## config.mk

```make
export PLATFORM = sky130hd
export DESIGN_NAME = seg_scan_ctrl
export DESIGN_NICKNAME = d
export VERILOG_FILES = /design/src/rtl/seg_scan_ctrl.sv
export SDC_FILE = /design/constraint.sdc
export NUM_CORES = 1
export LEC_CHECK = 0
export ABC_AREA = 1
export BUFFER_PORTS_ARGS = -buffer_cell sky130_fd_sc_hd__buf_2
export CELL_PAD_IN_SITES_DETAIL_PLACEMENT = 0
export CELL_PAD_IN_SITES_GLOBAL_PLACEMENT = 2
export CORE_AREA = 2 2 109 111
export CTS_CLUSTER_DIAMETER = 100
export DETAILED_ROUTE_END_ITERATION = 10
export DIE_AREA = 0 0 111 113
export PLACE_DENSITY = 0.79
export SYNTH_ARGS = -nofsm -noshare
export SYNTH_HDL_FRONTEND = slang
export SYNTH_SLANG_ARGS = --single-unit
export TNS_END_PERCENT = 100
```

## constraint.sdc

```tcl
create_clock -name clk -period 2.2 [get_ports clk]
set_input_delay 0.22 -clock clk [delete_from_list [all_inputs] [get_ports clk]]
set_output_delay 0.22 -clock clk [all_outputs]
set_load 0.01 [all_outputs]
```

## src/rtl/seg_scan_ctrl.sv

```systemverilog
// Time-multiplexed N-digit 7-segment scan controller with programmable slot
// length, start-of-slot anti-ghosting blanking, per-digit enables and registered pin drive.
module seg_scan_ctrl #(
  parameter int NUM_DIGITS     = 4,
  parameter int SEG_W          = 7,
  parameter int DIV_W          = 16,
  parameter bit SEL_ACTIVE_LOW = 1'b0,
  parameter bit SEG_ACTIVE_LOW = 1'b0
) (
  input  logic                        clk,
  input  logic                        rst_n,
  input  logic [DIV_W-1:0]            tick_div,
  input  logic [DIV_W-1:0]            blank_cycles,
  input  logic [NUM_DIGITS-1:0]       digit_en,
  input  logic [NUM_DIGITS*SEG_W-1:0] seg_in,
  input  logic [NUM_DIGITS-1:0]       dp_in,
  output logic [SEG_W-1:0]            seg_out,
  output logic                        dp_out,
  output logic [NUM_DIGITS-1:0]       sel_out,
  output logic                        frame_start
);

  localparam int IDX_W = $clog2(NUM_DIGITS);
  localparam logic [IDX_W-1:0]      LAST_IDX = IDX_W'(NUM_DIGITS - 1);
  localparam logic [NUM_DIGITS-1:0] SEL_IDLE = {NUM_DIGITS{SEL_ACTIVE_LOW}};
  localparam logic [SEG_W-1:0]      SEG_IDLE = {SEG_W{SEG_ACTIVE_LOW}};

  logic [IDX_W-1:0]      idx;
  logic [DIV_W-1:0]      cnt;
  logic [DIV_W-1:0]      tick_q;
  logic [DIV_W-1:0]      blank_q;

  logic                  visible;
  logic                  slot_end;
  logic                  frame_nxt;
  logic [NUM_DIGITS-1:0] sel_nxt;
  logic [SEG_W-1:0]      seg_nxt;
  logic                  dp_nxt;

  // Active-high pin image of the current (idx, cnt) state; polarity is applied at the register.
  always_comb begin
    // NOTE: every signal written here gets a default first, so no path can infer a latch.
    sel_nxt = '0;
    seg_nxt = '0;
    dp_nxt  = 1'b0;
    visible = (cnt >= blank_q) && digit_en[idx];
    if (visible) begin
      sel_nxt[idx] = 1'b1;
      seg_nxt      = seg_in[idx*SEG_W +: SEG_W];
      dp_nxt       = dp_in[idx];
    end
  end

  assign slot_end  = (cnt == tick_q);
  assign frame_nxt = (idx == '0) && (cnt == '0);

  always_ff @(posedge clk) begin
    // NOTE: reset is sampled on the clock edge only; all state uses non-blocking assignments.
    if (!rst_n) begin
      idx         <= '0;
      cnt         <= '0;
      tick_q      <= tick_div;
      blank_q     <= blank_cycles;
      sel_out     <= SEL_IDLE;
      seg_out     <= SEG_IDLE;
      dp_out      <= SEG_ACTIVE_LOW;
      frame_start <= 1'b0;
    end else begin
      // Slot timing is latched only at the boundary so a slot always completes as started.
      if (slot_end) begin
        cnt     <= '0;
        idx     <= (idx == LAST_IDX) ? '0 : idx + 1'b1;
        tick_q  <= tick_div;
        blank_q <= blank_cycles;
      end else begin
        cnt <= cnt + 1'b1;
      end
      sel_out     <= sel_nxt ^ SEL_IDLE;
      seg_out     <= seg_nxt ^ SEG_IDLE;
      dp_out      <= dp_nxt ^ SEG_ACTIVE_LOW;
      frame_start <= frame_nxt;
    end
  end

endmodule

```

==> results of run 1 <==
## flip-flops by register name, indices dropped and copies added, names as in the netlist
register	count
sel_out	4
seg_out	7
idx	2
frame_start	1
blank_q	16
dp_out	1
tick_q	16
cnt	16
## logic make-up (layout without fill, tap and decap cells)
logic type / after synthesis / after routing / share of synthesized area
XOR/XNOR: 11 / 11 / 0.02871
buffers and inverters: 88 / 183 / 0.1018
flip-flops: 63 / 63 / 0.4713
AO/OA/AOI/OAI: 39 / 39 / 0.06189
adder cells (fa/ha/maj): 22 / 22 / 0.08203
AND/OR/NAND/NOR: 210 / 210 / 0.2543
## through the flow
step                hold slack (ns)  power (mW)
floorplan                    0.3189       1.428
global placement             0.3962       1.527
detailed placement           0.3981       1.529
CTS                         0.04747       2.941
global route                0.04846       3.033
finish                      0.06165       2.890
## cells in the mapped netlist
cell type and instances:
nand2_1 108, inv_1 74, nor2_1 69, edfxtp_1 32, dfxtp_1 31, ha_1 22
o21ai_0 21, nand3_1 10, xor2_1 10, a21oi_1 8, nor3_1 8, o22ai_1 8
nand4_1 7, inv_2 6, nor2_2 4, buf_2 3, clkbuf_1 3, a21boi_1 1
buf_6 1, clkinv_1 1, nand2_2 1, nand2_4 1, nor4_1 1, o21ai_1 1
or2_2 1, xnor2_1 1
## final timing paths
kind / to / slack (ns) / cells after the start
setup / recovery: sel_out[3] / 0.38 / 7
hold / removal: tick_q[15] / 0.06 / 1
setup reg to reg: sel_out[3] / 0.38 / 7
hold reg to reg: cnt[0] / 0.47 / 1
## power groups by stage
stage / Sequential (mW) / Combinational, mW / Clock, mW
detailed placement: 1.33 / 0.204 / 0
CTS: 1.30 / 0.206 / 1.43
finish: 1.30 / 0.201 / 1.39
global route: 1.30 / 0.238 / 1.49
global placement: 1.32 / 0.202 / 0
floorplan: 1.32 / 0.109 / 0
## per-layer routing
layer	track usage	vias to the layer above
li1	-	1533
met1	0.1593	1254
met3	0.03160	11
met2	0.2209	95
met5	0	-
met4	0.06750	0
## cell type report
| type | instances | share of cell area |
|---|---|---|
| clock inverters | 5 | 0.01121 |
| multi-input cells | 282 | 0.3379 |
| well taps | 143 | 0.04220 |
| repair buffers | 86 | 0.1068 |
| clock buffers | 11 | 0.05724 |
| flip-flops and latches | 63 | 0.3730 |
| inverters | 81 | 0.07170 |
==> out/metrics.yaml, run 1 <==
finish:
  mostFrequentLayoutCells: "108 x nand2_1, 82 x buf_2, 74 x inv_1, 69 x nor2_1, 32 x edfxtp_1"
  fin_util: 0.3762
  fin_nets: 615
  stdcell_count: 671
  final_common_cell: "nand2_1"
  multi_input_area_um2: 1433
  finish.instance_area_um2: 4240
  area_growth_pct: 26.36
  drive_gt1_frac: 0.2121
  nFillCells: 1217
  antennaDiodeCount: 0
  register_area_um2: 1582
placed_design:
  place_inst: 655
  hpwl_um: 5933
  post_dp_cell_area_um2: 3950
  place_congestion: 0.8302
  place_ws_ns: 0.3110
  port_buffers: 82
clock_tree:
  cts_buffers: 9
  htree_levels: 3
  cts-resized-gates: 0
  path_clk_slew_ns: 0.05
  cts_buffer_depth: 2
  cts_setup_buffers: 0
  clock_sinks: 63
  ctsHoldBuffers: 0
  cts_root_buf: "clkbuf_16"
  insertion_delay_ns: 0.33
  cts_tree: "done"
logic_synthesis:
  synth_nets: 525
  synthCells: 433
  ys_seq_area_frac: 0.4713
  synth_top_area_frac: 0.2864
  yosys.area.top_type: "edfxtp_1"
  mappedNetlistArea_um2: 3356
  netlist_top_cells_area: "edfxtp_1 29%, dfxtp_1 18%, nand2_1 12%"
  avgSynthCellArea_um2: 7.750
  synth_seq_cells: 63
  ys_types: 26
  yosysWarnings: 0
routing:
  viasPerCell: 4.311
  num_vias: 2893
  highest_layer: "met4"
  finalWirelength_um: 7773
  wl_per_cell_um: 11.58
  wl_met3_um: 474
  met1_length_um: 3648
  wl_met2_um: 3507
  post-route-drc-count: 0
  postRouteAntennaNets: 0
  drtIter0Drc: 138
  drtPass1Iterations: 6
setup_path:
  r2r-start: "cnt[11]"
  cp.arrival_ns: 2.02
  worst-setup-path-type: "reg -> reg"
  crit_buf_inv: 0
  cp_slowest_stage_delay_ns: 0.45
  crit_path_start_kind: "flip-flop"
  path_delay_family: "simple AND/OR/NAND/NOR gates"
  required_ns: 2.40
  worstPathCellList: "ha_1, a21oi_1, o21ai_0, a21oi_1, nand2_1, nand2_1, nor2_1"
  slowest_stage: "dfxtp_1"
  startpoint: "cnt[11]"
  path_max_fanout: 12
  endpoint_kind: "flip-flop"
die:
  pin_count: 83
  die_area_um2: 12540
  die-width_um: 111
  row_count: 39
  start_util: 0.2977
  core_area_um2: 11270
  die-height_um: 113
global_routing:
  grt_pass1_wl_um: 13050
  antenna_found_initial: 0
  grt_usage: 0.1320
  grt.overflow.total: 0
  grt_max_degree: 48
  grt_pass1_vias: 2791
run:
  maxCapViolations: 0
timing:
  finalCriticalPeriod_ns: 1.820
  relSlewSlack: 0.7472
  max_freq_mhz: 549.5
  tns_ns: 0
  post-route-period-util: 0.8272
  setup_viol: 0
  rsz0062_at_grt: "no"
  slew_viol_final: 0
  fin_skew_ns: 0.006084
  worst_slew_pin_slew_ns: 0.3783
  hold_violations: 0
  setup_slack_ns: 0.3803
hold_path:
  hp-start: "tick_div[15]"
  hold_class: "in -> reg"
power:
  ir_drop_v: 0.0003993
  netSwitchingFraction: 0.2145
  p_leak_nw: 2.103
  clockPowerShare: 0.480
  power_frac_comb: 0.070
  p_sw_mw: 0.6200
  p_int_mw: 2.270
  power_density_nw_per_um2: 681.6
  power.share.sequential: 0.450
status:
  run_status: "finished clean"
Power figures use the tool's default switching activity.
==> run 2: changes to the inputs <==
==> constraint.sdc (replaced) <==
create_clock -name clk -period 1.8 [get_ports clk]
set_input_delay 0.18 -clock clk [delete_from_list [all_inputs] [get_ports clk]]
set_output_delay 0.18 -clock clk [all_outputs]
set_load 0.01 [all_outputs]
==> out/metrics.yaml, run 2 (synthesized netlist as in run 1, its figures left out) <==
clock_tree:
  cts_tree: "done"
  clock_sinks: 63  # unchanged
  htree_levels: 3  # unchanged
  insertion_delay_ns: 0.33  # about the same
  cts_buffers: 9  # unchanged
  cts_buffer_depth: 2  # unchanged
  cts_root_buf: "clkbuf_16"
  path_clk_slew_ns: 0.05  # about the same
power:
  p_int_mw: 3.010  # +33%
  power_frac_comb: 0.068  # -0.002
  p_total_mw: 3.778  # +31%
  ir_drop_v: 0.0004532  # +14%
  netSwitchingFraction: 0.2032  # -0.01134
  power_density_nw_per_um2: 859.2  # +26%
  p_sw_mw: 0.7676  # +24%
  clockPowerShare: 0.511  # +0.031
  p_leak_nw: 2.180  # +3.6%
  power.share.sequential: 0.421  # -0.029
routing:
  wl_met3_um: 507  # +7.0%
  met1_length_um: 3716  # +1.9%
  finalWirelength_um: 7856  # +1.1%
  highest_layer: "met4"
  drtPass1Iterations: 4  # -2
  wl_per_cell_um: 11.57  # -0.12%
  viasPerCell: 4.268  # -1.0%
  num_vias: 2898  # +0.17%
  wl_met2_um: 3496  # -0.31%
  post-route-drc-count: 0  # unchanged
  drtIter0Drc: 161  # +17%
  postRouteAntennaNets: 0  # unchanged
setup_path:
  worst-setup-path-type: "reg -> reg"
  required_ns: 1.84  # -0.56 ns
  r2r-start: "cnt[12]"
  cp.arrival_ns: 1.69  # -0.33 ns
  rrSetupSlack_ns: 0.15  # -0.23 ns
  r2r_cells: 9  # +2
  endpoint_kind: "flip-flop"
  crit_path_start_kind: "flip-flop"
  r2r_end: "tick_q[7]"
  startpoint: "cnt[12]"
  path_max_fanout: 19  # +7
finish:
  finish.instance_area_um2: 4397  # +3.7%
  final_common_cell: "nand2_1"
  antennaDiodeCount: 0  # unchanged
  stdcell_count: 679  # +1.2%
  fin_nets: 623  # +1.3%
  drive_gt1_frac: 0.2407  # +0.02855
  area_growth_pct: 31.02
  reg_top3: "blank_q: 16 flops, cnt: 16 flops, tick_q: 16 flops"
  mostFrequentLayoutCells: "108 x nand2_1, 82 x buf_2, 74 x inv_1, 69 x nor2_1, 32 x edfxtp_1"
placed_design:
  post_dp_cell_area_um2: 4048  # +2.5%
  place_congestion: 0.8263  # -0.47%
  port_buffers: 82  # unchanged
  hpwl_um: 6219  # +4.8%
  place_inst: 663  # +1.2%
timing:
  worst_hold_slack_ns: 0.01862  # -0.04303 ns
  hold_violations: 0  # unchanged
  setup_viol: 0  # unchanged
  max_freq_mhz: 604.4  # +10%
  fin_skew_ns: 0.005842  # -0.0002428 ns
  finalCriticalPeriod_ns: 1.655  # -0.1652 ns
  tns_ns: 0  # unchanged
  rsz0062_at_grt: "no"
  slew_viol_final: 0  # unchanged
  post-route-period-util: 0.9192  # +0.09201
  worst_slew_pin_slew_ns: 0.3852  # +0.006865 ns
  relSlewSlack: 0.7428  # -0.004318
hold_path:
  hold_path_depth: 1  # unchanged
  hp-start: "blank_cycles[9]"
  hold_end: "blank_q[9]"
  hold_class: "in -> reg"
die:
  start_util: 0.2977  # unchanged
  core_area_um2: 11270  # unchanged
  pin_count: 83  # unchanged
  die_area_um2: 12540  # unchanged
  row_count: 39  # unchanged
  die-width_um: 111  # unchanged
  die-height_um: 113  # unchanged
status:
  run_status: "finished clean"
global_routing:
  grt_pass1_vias: 2807  # +0.57%
  grt_usage: 0.1325  # +0.0005264
  grt.overflow.total: 0  # unchanged
  grt_pass1_wl_um: 13100  # +0.32%
  antenna_found_initial: 0  # unchanged
  grt_max_degree: 20  # -58%
run:
  maxCapViolations: 0  # unchanged
## run 2: worst max-delay path, stage by stage, from the launching register on
cell and delay, ns:
dfxtp_1 0.42, inv_1 0.09, nand2_1 0.06, nand2_1 0.06
nor2_1 0.10, nand2_1 0.08, nor2_2 0.16, nand2_2 0.10
nand2_4 0.11, buf_12 0.16
## run 2: worst max-delay path by stage
stage,endpoint,slack [ns],cells past startpoint
2_1_floorplan,blank_q[0],0.19,9
3_5_place_dp,tick_q[4],0.02,9
3_3_place_gp,blank_q[6],0.02,9
6_report,tick_q[7],0.15,9
5_1_grt,seg_out[3],0.01,14
4_1_cts,tick_q[4],0.007,9
## run 2: timing repair
action | 4_1_cts | 5_1_grt
endpoints found under the setup margin | 0 | 47
gates resized for setup | 0 | 9
buffers inserted | 0 | 0
hold buffers | 0 | 0
## run 2: layout make-up
| class | count | area [um^2] |
|---|---|---|
| multi-input combinational | 282 | 1438 |
| sequential | 63 | 1592 |
| clock buffer | 13 | 270.3 |
| clock inverter | 3 | 63.81 |
| tap | 143 | 178.9 |
| fill | 1145 | 6875 |
| timing repair buffer | 94 | 550.5 |
| inverter | 81 | 304.0 |
## run 2: metrics by stage
step / setup WS [ns] / util
3_5_place_dp: 0.01621 / 0.3591
4_1_cts: 0.007242 / 0.3887
5_1_grt: 0.01497 / 0.3901
2_1_floorplan: 0.1851 / -
6_report: 0.1455 / 0.3901
3_3_place_gp: 0.02072 / 0.3591
## run 2: power groups by stage
stage | registers [mW] | logic, mW | clock network [mW]
after detailed placement | 1.62 | 0.260 | 0
after global placement | 1.62 | 0.259 | 0
final | 1.59 | 0.257 | 1.93
after floorplan | 1.61 | 0.134 | 0
after CTS | 1.59 | 0.262 | 1.99
after global routing | 1.59 | 0.300 | 2.06
## run 2: metal layers
layer,GRT usage,vias up
met4,0.04417,0
met3,0.04767,12
li1,-,1552
met5,0,-
met2,0.2164,83
met1,0.1638,1251
==> run 3: changes to the inputs <==
--- a/config.mk
+++ b/config.mk
@@ -14,6 +14,7 @@
 export DETAILED_ROUTE_END_ITERATION = 10
 export DIE_AREA = 0 0 111 113
 export PLACE_DENSITY = 0.79
+export RECOVER_POWER = 50
 export SYNTH_ARGS = -nofsm -noshare
 export SYNTH_HDL_FRONTEND = slang
 export SYNTH_SLANG_ARGS = --single-unit
==> out/metrics.yaml, run 3 (synthesized netlist as in run 1, its figures left out) <==
global_routing:
  antenna_found_initial: 0  # unchanged
  grt.overflow.total: 0  # unchanged
  grt_pass1_wl_um: 13100  # unchanged
  grt_max_degree: 20  # unchanged
  grt_usage: 0.1325  # unchanged
  grt_pass1_vias: 2807  # unchanged
placed_design:
  port_buffers: 82  # unchanged
  place_ws_ns: 0.01621  # unchanged
  place_inst: 663  # unchanged
  hpwl_um: 6219  # unchanged
  place_congestion: 0.8263  # unchanged
finish:
  reg_top3: "blank_q: 16 flops, cnt: 16 flops, tick_q: 16 flops"
  drive_gt1_frac: 0.2146  # -0.02612
  final_common_cell: "nand2_1"
  stdcell_count: 679  # unchanged
  antennaDiodeCount: 0  # unchanged
  fin_nets: 623  # unchanged
  fin_util: 0.3883  # -0.001776
  mostFrequentLayoutCells: "108 x nand2_1, 74 x inv_1, 69 x nor2_1, 69 x buf_2, 32 x edfxtp_1"
  area_growth_pct: 30.43
timing:
  setup_viol: 0  # unchanged
  slew_viol_final: 0  # unchanged
  relSlewSlack: 0.7332  # -0.009697
  rsz0062_at_grt: "no"
  hold_violations: 0  # unchanged
  tns_ns: 0  # unchanged
  worst_slew_pin_slew_ns: 0.4003  # +0.01507 ns
  setup_slack_ns: 0.1431  # -0.002416 ns
  post-route-period-util: 0.9205  # +0.001342
  finalCriticalPeriod_ns: 1.657  # +0.002416 ns
  max_freq_mhz: 603.5  # -0.15%
  fin_skew_ns: 0.006124  # +0.0002829 ns
clock_tree:
  path_clk_slew_ns: 0.05  # about the same
  cts_buffers: 9  # unchanged
  cts_tree: "done"
  htree_levels: 3  # unchanged
  cts_root_buf: "clkbuf_16"
  cts_buffer_depth: 2  # unchanged
  ctsHoldBuffers: 0  # unchanged
  insertion_delay_ns: 0.33  # about the same
  clock_sinks: 63  # unchanged
  cts_setup_buffers: 0  # unchanged
setup_path:
  crit_buf_inv: 2  # unchanged
  endpoint_kind: "flip-flop"
  cpMostUsedCell: "nand2_1"
  worstPathCellList: "inv_1, nand2_1, nand2_1, nor2_1, nand2_1, nor2_2, nand2_2, nand2_4, buf_12"
  path_max_fanout: 19  # unchanged
  worst-setup-path-type: "reg -> reg"
  cp.arrival_ns: 1.70  # about the same
  crit_path_start_kind: "flip-flop"
  cp_slowest_stage_delay_ns: 0.42  # about the same
  path_delay_family: "simple AND/OR/NAND/NOR gates"
  required_ns: 1.84  # about the same
  slowest_stage: "dfxtp_1"
power:
  power_density_nw_per_um2: 862.9  # +0.44%
  p_leak_nw: 2.119  # -2.8%
  p_total_mw: 3.777  # about the same
  ir_drop_v: 0.0004512  # -0.44%
die:
  row_count: 39  # unchanged
  die-width_um: 111  # unchanged
  pin_count: 83  # unchanged
  core_area_um2: 11270  # unchanged
  start_util: 0.2977  # unchanged
  die_area_um2: 12540  # unchanged
  die-height_um: 113  # unchanged
routing:
  num_vias: 2900  # +0.069%
  drtIter0Drc: 165  # +2.5%
  wl_per_cell_um: 11.63  # +0.53%
  post-route-drc-count: 0  # unchanged
  viasPerCell: 4.271  # about the same
  finalWirelength_um: 7898  # +0.53%
  postRouteAntennaNets: 0  # unchanged
  drtPass1Iterations: 4  # unchanged
hold_path:
  hold_class: "in -> reg"
status:
  run_status: "finished clean"
run:
  maxCapViolations: 0  # unchanged
## run 3: worst paths after layout
check                                     start         end  slack [ns]  cells after the start
worst min-delay path            blank_cycles[9]  blank_q[9]        0.02                      1
worst max register to register          cnt[12]   tick_q[4]        0.14                      9
worst max-delay path                    cnt[12]   tick_q[4]        0.14                      9
worst min register to register           cnt[0]      cnt[0]        0.47                      1
## run 3: per-layer routing
| metal | GRT usage | up-vias | part of all wire |
|---|---|---|---|
| met5 | 0 | - | 0 |
| li1 | - | 1553 | - |
| met1 | 0.1638 | 1252 | 0.47 |
| met4 | 0.04417 | 0 | 0.016 |
| met2 | 0.2164 | 83 | 0.45 |
| met3 | 0.04767 | 12 | 0.065 |
## run 3: final cells by class
class	instances	area [um^2]
sequential	63	1592
inverter	81	304.0
clock inverter	3	63.81
timing repair buffer	94	530.5
multi-input combinational	282	1438
tap	143	178.9
clock buffer	13	270.3
fill	1157	6895
## run 3: through the flow
stage          hold WS (ns)  area, um^2
2_1_floorplan        0.2789        3356
3_3_place_gp         0.3563        4048
3_5_place_dp         0.3581        4048
4_1_cts            0.006976        4382
5_1_grt            0.004560        4377
6_report            0.01919        4377
## run 3: worst register-to-register path: stages, from the launching register on
cell and delay, ns:
dfxtp_1 0.42, inv_1 0.09, nand2_1 0.06, nand2_1 0.06, nor2_1 0.10, nand2_1 0.08
nor2_2 0.16, nand2_2 0.10, nand2_4 0.11, buf_12 0.17
## run 3: power breakdown
part	switching (mW)	internal, mW
clock network	0.611	1.32
registers	0.0257	1.56
logic	0.131	0.125
## run 3: what timing repair did
action,in CTS,in global routing
resized for setup,0,9
setup endpoints to repair,0,47
hold endpoints to repair,0,0
